[src/rtl/norm_stage_pkg.sv]
// Shared widths and bit positions for the post-add normalisation stage.
package norm_stage_pkg;

    localparam int FRAC_W_DEF = 75;
    localparam int EXP_W_DEF  = 10;
    localparam int MANT_W     = 24;
    localparam int GRS_W      = 3;
    localparam int LZC_IN_W   = 75;
    localparam int LZC_W      = 7;

    // Guard/round sit directly below the mantissa; everything lower folds into sticky.
    localparam int GUARD_POS  = FRAC_W_DEF - MANT_W - 1;
    localparam int ROUND_POS  = FRAC_W_DEF - MANT_W - 2;

    typedef logic [LZC_W-1:0] lzc_t;

endpackage

[src/rtl/norm_stage_lzc75.sv]
// Combinational 75-bit leading-zero counter; count is 75 when the input is all zero.
module lzc75
    import norm_stage_pkg::*;
(
    input  logic [LZC_IN_W-1:0] value,
    output lzc_t                count,
    output logic                all_zero
);

    always_comb begin
        count = lzc_t'(LZC_IN_W);
        // Ascending scan: the highest set bit is the last one written.
        for (int unsigned i = 0; i < LZC_IN_W; i++) begin
            if (value[i]) count = lzc_t'(LZC_IN_W - 1 - i);
        end
    end

    assign all_zero = ~|value;

endmodule

[src/rtl/norm_stage.sv]
// Two-stage normaliser: S1 registers operands plus leading-zero count, S2 registers the shifted result.
module norm_stage
    import norm_stage_pkg::*;
#(
    parameter int FRAC_W = FRAC_W_DEF,
    parameter int EXP_W  = EXP_W_DEF
) (
    input  logic                clk,
    input  logic                rst_n,
    input  logic                flush,
    input  logic                in_valid,
    output logic                in_ready,
    input  logic [FRAC_W-1:0]   frac_inter,
    input  logic                frac_inter_h_s,
    input  logic                sign_in,
    input  logic [EXP_W-1:0]    exp_in,
    output logic                out_valid,
    input  logic                out_ready,
    output logic [MANT_W-1:0]   mant_out,
    output logic [GRS_W-1:0]    grs_out,
    output logic [EXP_W-1:0]    exp_out,
    output logic                sign_out,
    output logic                zero_out
);

    logic              s1_valid, s2_valid;
    logic [FRAC_W-1:0] s1_frac;
    logic [EXP_W-1:0]  s1_exp;
    logic              s1_sign, s1_zero;
    lzc_t              s1_lzc;

    lzc_t              lzc_cnt;
    logic              lzc_zero;
    logic              in_fire, s1_adv;

    lzc75 u_lzc (
        .value    (frac_inter),
        .count    (lzc_cnt),
        .all_zero (lzc_zero)
    );

    assign s1_adv   = s1_valid && (!s2_valid || out_ready);
    assign in_ready = !s1_valid || s1_adv;
    assign in_fire  = in_valid && in_ready;
    assign out_valid = s2_valid;

    always_ff @(posedge clk or negedge rst_n) begin
        if (!rst_n) begin
            s1_valid <= 1'b0;
            s1_frac  <= '0;
            s1_exp   <= '0;
            s1_sign  <= 1'b0;
            s1_zero  <= 1'b0;
            s1_lzc   <= '0;
        end else if (flush) begin
            s1_valid <= 1'b0;
        end else if (in_fire) begin
            s1_valid <= 1'b1;
            s1_frac  <= frac_inter;
            s1_exp   <= exp_in;
            s1_sign  <= sign_in ^ frac_inter_h_s;
            s1_zero  <= lzc_zero;
            s1_lzc   <= lzc_cnt;
        end else if (s1_adv) begin
            s1_valid <= 1'b0;
        end
    end

    // Shift is capped at exp-1 so denormals land on exponent 1 with a clear hidden bit.
    logic signed [EXP_W:0] exp_ext, exp_m1, lzc_ext;
    lzc_t                  shift;
    logic [FRAC_W-1:0]     shifted;
    logic [EXP_W-1:0]      exp_adj;

    always_comb begin
        exp_ext = signed'({s1_exp[EXP_W-1], s1_exp});
        exp_m1  = exp_ext - signed'((EXP_W+1)'(1));
        lzc_ext = signed'({{(EXP_W+1-LZC_W){1'b0}}, s1_lzc});
        shift   = '0;
        if (exp_ext <= 0)
            shift = '0;
        else if (lzc_ext < exp_m1)
            shift = s1_lzc;
        else
            shift = exp_m1[LZC_W-1:0];
        shifted = s1_frac << shift;
        exp_adj = s1_exp - {{(EXP_W-LZC_W){1'b0}}, shift};
    end

    always_ff @(posedge clk or negedge rst_n) begin
        if (!rst_n) begin
            s2_valid <= 1'b0;
            mant_out <= '0;
            grs_out  <= '0;
            exp_out  <= '0;
            sign_out <= 1'b0;
            zero_out <= 1'b0;
        end else if (flush) begin
            s2_valid <= 1'b0;
        end else if (s1_adv) begin
            s2_valid <= 1'b1;
            sign_out <= s1_sign;
            zero_out <= s1_zero;
            if (s1_zero) begin
                mant_out <= '0;
                grs_out  <= '0;
                exp_out  <= '0;
            end else begin
                mant_out <= shifted[FRAC_W-1 -: MANT_W];
                grs_out  <= {shifted[FRAC_W-MANT_W-1], shifted[FRAC_W-MANT_W-2],
                             |shifted[FRAC_W-MANT_W-3:0]};
                exp_out  <= exp_adj;
            end
        end else if (out_ready) begin
            s2_valid <= 1'b0;
        end
    end

endmodule

[config.mk]
export PLATFORM = sky130hd
export DESIGN_NAME = norm_stage
export DESIGN_NICKNAME = d
export VERILOG_FILES = /design/src/rtl/norm_stage_pkg.sv /design/src/rtl/norm_stage_lzc75.sv /design/src/rtl/norm_stage.sv
export SDC_FILE = /design/constraint.sdc
export NUM_CORES = 1
export LEC_CHECK = 0
export CAP_MARGIN = 20
export CORE_ASPECT_RATIO = 2
export CORE_MARGIN = 3
export CORE_UTILIZATION = 44
export DETAILED_ROUTE_END_ITERATION = 12
export PLACE_DENSITY = 0.68
export REMOVE_ABC_BUFFERS = 1
export SYNTH_ARGS = -nofsm -noshare
export SYNTH_HDL_FRONTEND = slang
export SYNTH_SLANG_ARGS = --single-unit
[constraint.sdc]
create_clock -name clk -period 6.5 [get_ports clk]
set_input_delay 1.3 -clock clk [delete_from_list [all_inputs] [get_ports clk]]
set_output_delay 1.3 -clock clk [all_outputs]
set_load 0.03 [all_outputs]
==> qor.yml <==
async_flop_share: 1.000
avgSynthCellArea_um2: 8.323
first_pass_iters: 5
netlist.top_cell.by_area: "dfrtp_1"
cts_tree: "yes"
cts_resized: 0
ctsLongestPathBuffers: 2
synth-seq-cells: 135
ys_warn_count: 0
final_common_cell: "nand2_1"
drt-vias-per-instance: 6.460
setup_violations: 0
worst_ep_required_time_ns: 6.87
rsz0062_at_grt: "false"
synth-xor-area-share: 0.009750
die_area_um2: 28650
design_area_um2: 13910
clkSlewWorstSetupHoldPaths_ns: 0.06
crit_fanout: 23
grt_max_degree: 74
routedWlPerCell_um: 25.84
synthMuxAreaShare: 0.2055
worstMarginPinSlew_ns: 1.149
power_uw: 3918
powerDensity_nw_per_um2: 281.6
antenna_left: 0
cts_buffers: 17
drv_cap: 0
crit_path_end_kind: "flip-flop"
drt_iter0_drc: 1055
root_buffer: "clkbuf_16"
track_usage: 0.3285
drive_above_1_share: 0.1299
grt_pass1_wl_mm: 71.32
worstSetupPathType: "reg2reg"
ys.flop_type: "dfrtp_1"
synth_cells: 1403
synth_compound_area_frac: 0.2372
startpoint_type: "flip-flop"
fin_nets: 1595
synth_fa_ha_area_frac: 0.01671
gp_congestion: 1.005
period_share: 0.8883
htreeDepth: 4
clk_latency_ns: 0.45
num_vias: 11890
syn2layout_area_growth_pct: 19.15
finalHoldViolations: 0
fin_cells: 1841
fillCellCount: 2420
outcome: "completed"
crit_path_top_delay_cell: "mux2i_1"
synth-edff-count: 0
place_area_um2: 13260
synth_cell_types: 76
slew_headroom: 0.2280
slew_viol_final: 0
post_cts_buffers: 0
ir_worst_vdd_uv: 192.1
crit_chain: "nor4_1, nand2_1, xor2_1, ha_1, a21oi_1, o21ai_0, or2_2, a31oi_1, and2_2, inv_2, buf_4, nand2_1, o22ai_1, a221oi_1, mux2i_1, mux2i_1, nor3_1, and4_1, a21oi_1"
placed_cells: 1809
hpwl_mm: 37.48
cts_hold_buf: 0
antenna_cells: 0
holdWs_ns: 0.4707
synth_top_area_frac: 0.2893
synth_top_family_by_area: "compound AO/OA/AOI/OAI gates"
syn_area_um2: 11680
routed_wl_mm: 47.56
die_w_um: 121.2
fp.dieH_um: 236.4
core.rowCount: 83
hp-class: "reg2reg"
antenna_found_initial: 0
grt-ovfl-total: 0
skew_ns: 0.008119
mostFrequentLayoutCells: "179 x nand2_1, 135 x dfrtp_1, 131 x clkdlybuf4s50_1"
synth-simple-area-share: 0.1892
ys_seq_area_frac: 0.2893
fmax_mhz: 173.2
crit_arrival_ns: 6.15
synthTopCellsByArea: "dfrtp_1 29%, mux2i_1 11%, mux2_2 9.8%, nand2_1 5.8%, a21oi_1 3.6%"
initial_core_util: 0.4516
boundaryPins: 133
first_global_vias: 11800
p_leak_uw: 0.005690
clkSinkCount: 135
coreArea_um2: 25860
min_period_ns: 5.774
drc: 0
slowest_delay_ns: 0.63
port-buffer-count: 132
registers in the layout, summed over array words and instances, names as in the netlist:
register   flops
exp_out       10
s1_lzc         7
s1_frac       75
s1_zero        1
s1_exp        10
out_valid      1
zero_out       1
mant_out      24
s1_valid       1
grs_out        3
s1_sign        1
sign_out       1
worst paths after layout:
kind                                       start                       to  slack (ns)  cells past startpoint
min reg2reg                 sign_out$_DFFE_PN0P_     sign_out$_DFFE_PN0P_        0.47                      2
max in group asynchronous                  rst_n  mant_out[0]$_DFFE_PN0P_        4.34                      2
max reg2reg                s1_exp[2]$_DFFE_PN0P_   grs_out[0]$_DFFE_PN0P_        0.73                     19
min in group asynchronous                  rst_n    s1_lzc[3]$_DFFE_PN0P_        0.79                      1
max                        s1_exp[2]$_DFFE_PN0P_   grs_out[0]$_DFFE_PN0P_        0.73                     19
min                         sign_out$_DFFE_PN0P_     sign_out$_DFFE_PN0P_        0.47                      2
cells by family (layout without fill, tap and decap cells):
group                    after synthesis  after routing
AO/OA/AOI/OAI                        404            404
XOR/XNOR                              13             13
adder cells (fa/ha/maj)               15             15
buffers and inverters                135            233
flip-flops                           135            135
multiplexers                         227            227
AND/OR/NAND/NOR                      474            474
where the power goes:
part	internal [uW]	total (uW)	leakage [uW]	switching, uW
sequential	994	1140	0.00164	146
clock	686	1090	0.000315	399
combinational	665	1690	0.00373	1030
total	2350	3920	0.00569	1570
stage by stage:
step                      worst slack [ns]  setup TNS (ns)  utilization
after floorplan                     -2.527          -64.44            -
after global placement              0.8474               0       0.5129
after detailed placement            0.8778               0       0.5129
after CTS                           0.8451               0       0.5381
after global routing                0.2439               0       0.5381
final                               0.7263               0       0.5381
critical path: cells and delay by family, from the launching register on:
kind	cells	cell delay (ns)
adder cells (fa/ha/maj)	1	0.30
XOR/XNOR	1	0.22
flip-flops	1	0.47
AND/OR/NAND/NOR	7	1.90
buffers and inverters	2	0.72
multiplexers	2	0.82
AO/OA/AOI/OAI	6	1.24
synth_stat cells (all sizes together) (6+ instances only):
cell and number:
dfrtp 135, nand3 40, o32ai 9, o31ai 17, nor3 37, o211ai 29, xor2 7, nor2 110
o21ai 79, mux2i 125, inv 29, o221ai 8, a22o 16, nand2 180, a21o 21, a31oi 12
o22ai 12, a21boi 12, ha 14, a22oi 14, a32o 11, a21oi 85, and2 7, buf 60
nor4 29, and3 22, nand4 12, clkbuf 44, a211oi 39, xnor2 6, mux2 102
area by class of cell:
cell class,count,area (um2),area share
Clock buffer,23,488.0,0.03507
Clock inverter,9,162.7,0.01169
Inverter,31,116.4,0.008363
Multi-Input combinational cell,1133,7710,0.5541
Sequential cell,135,3378,0.2428
Tap cell,340,425.4,0.03058
Timing Repair Buffer,170,1633,0.1174
per-layer routing:
| metal | track usage | share of wire | vias up |
|---|---|---|---|
| met1 | 0.3571 | 0.36 | 5764 |
| li1 | - | - | 5457 |
| met2 | 0.5773 | 0.51 | 523 |
| met4 | 0.2333 | 0.080 | 0 |
| met3 | 0.04127 | 0.046 | 148 |
| met5 | 0 | 0 | - |
Power figures use the tool's default switching activity.
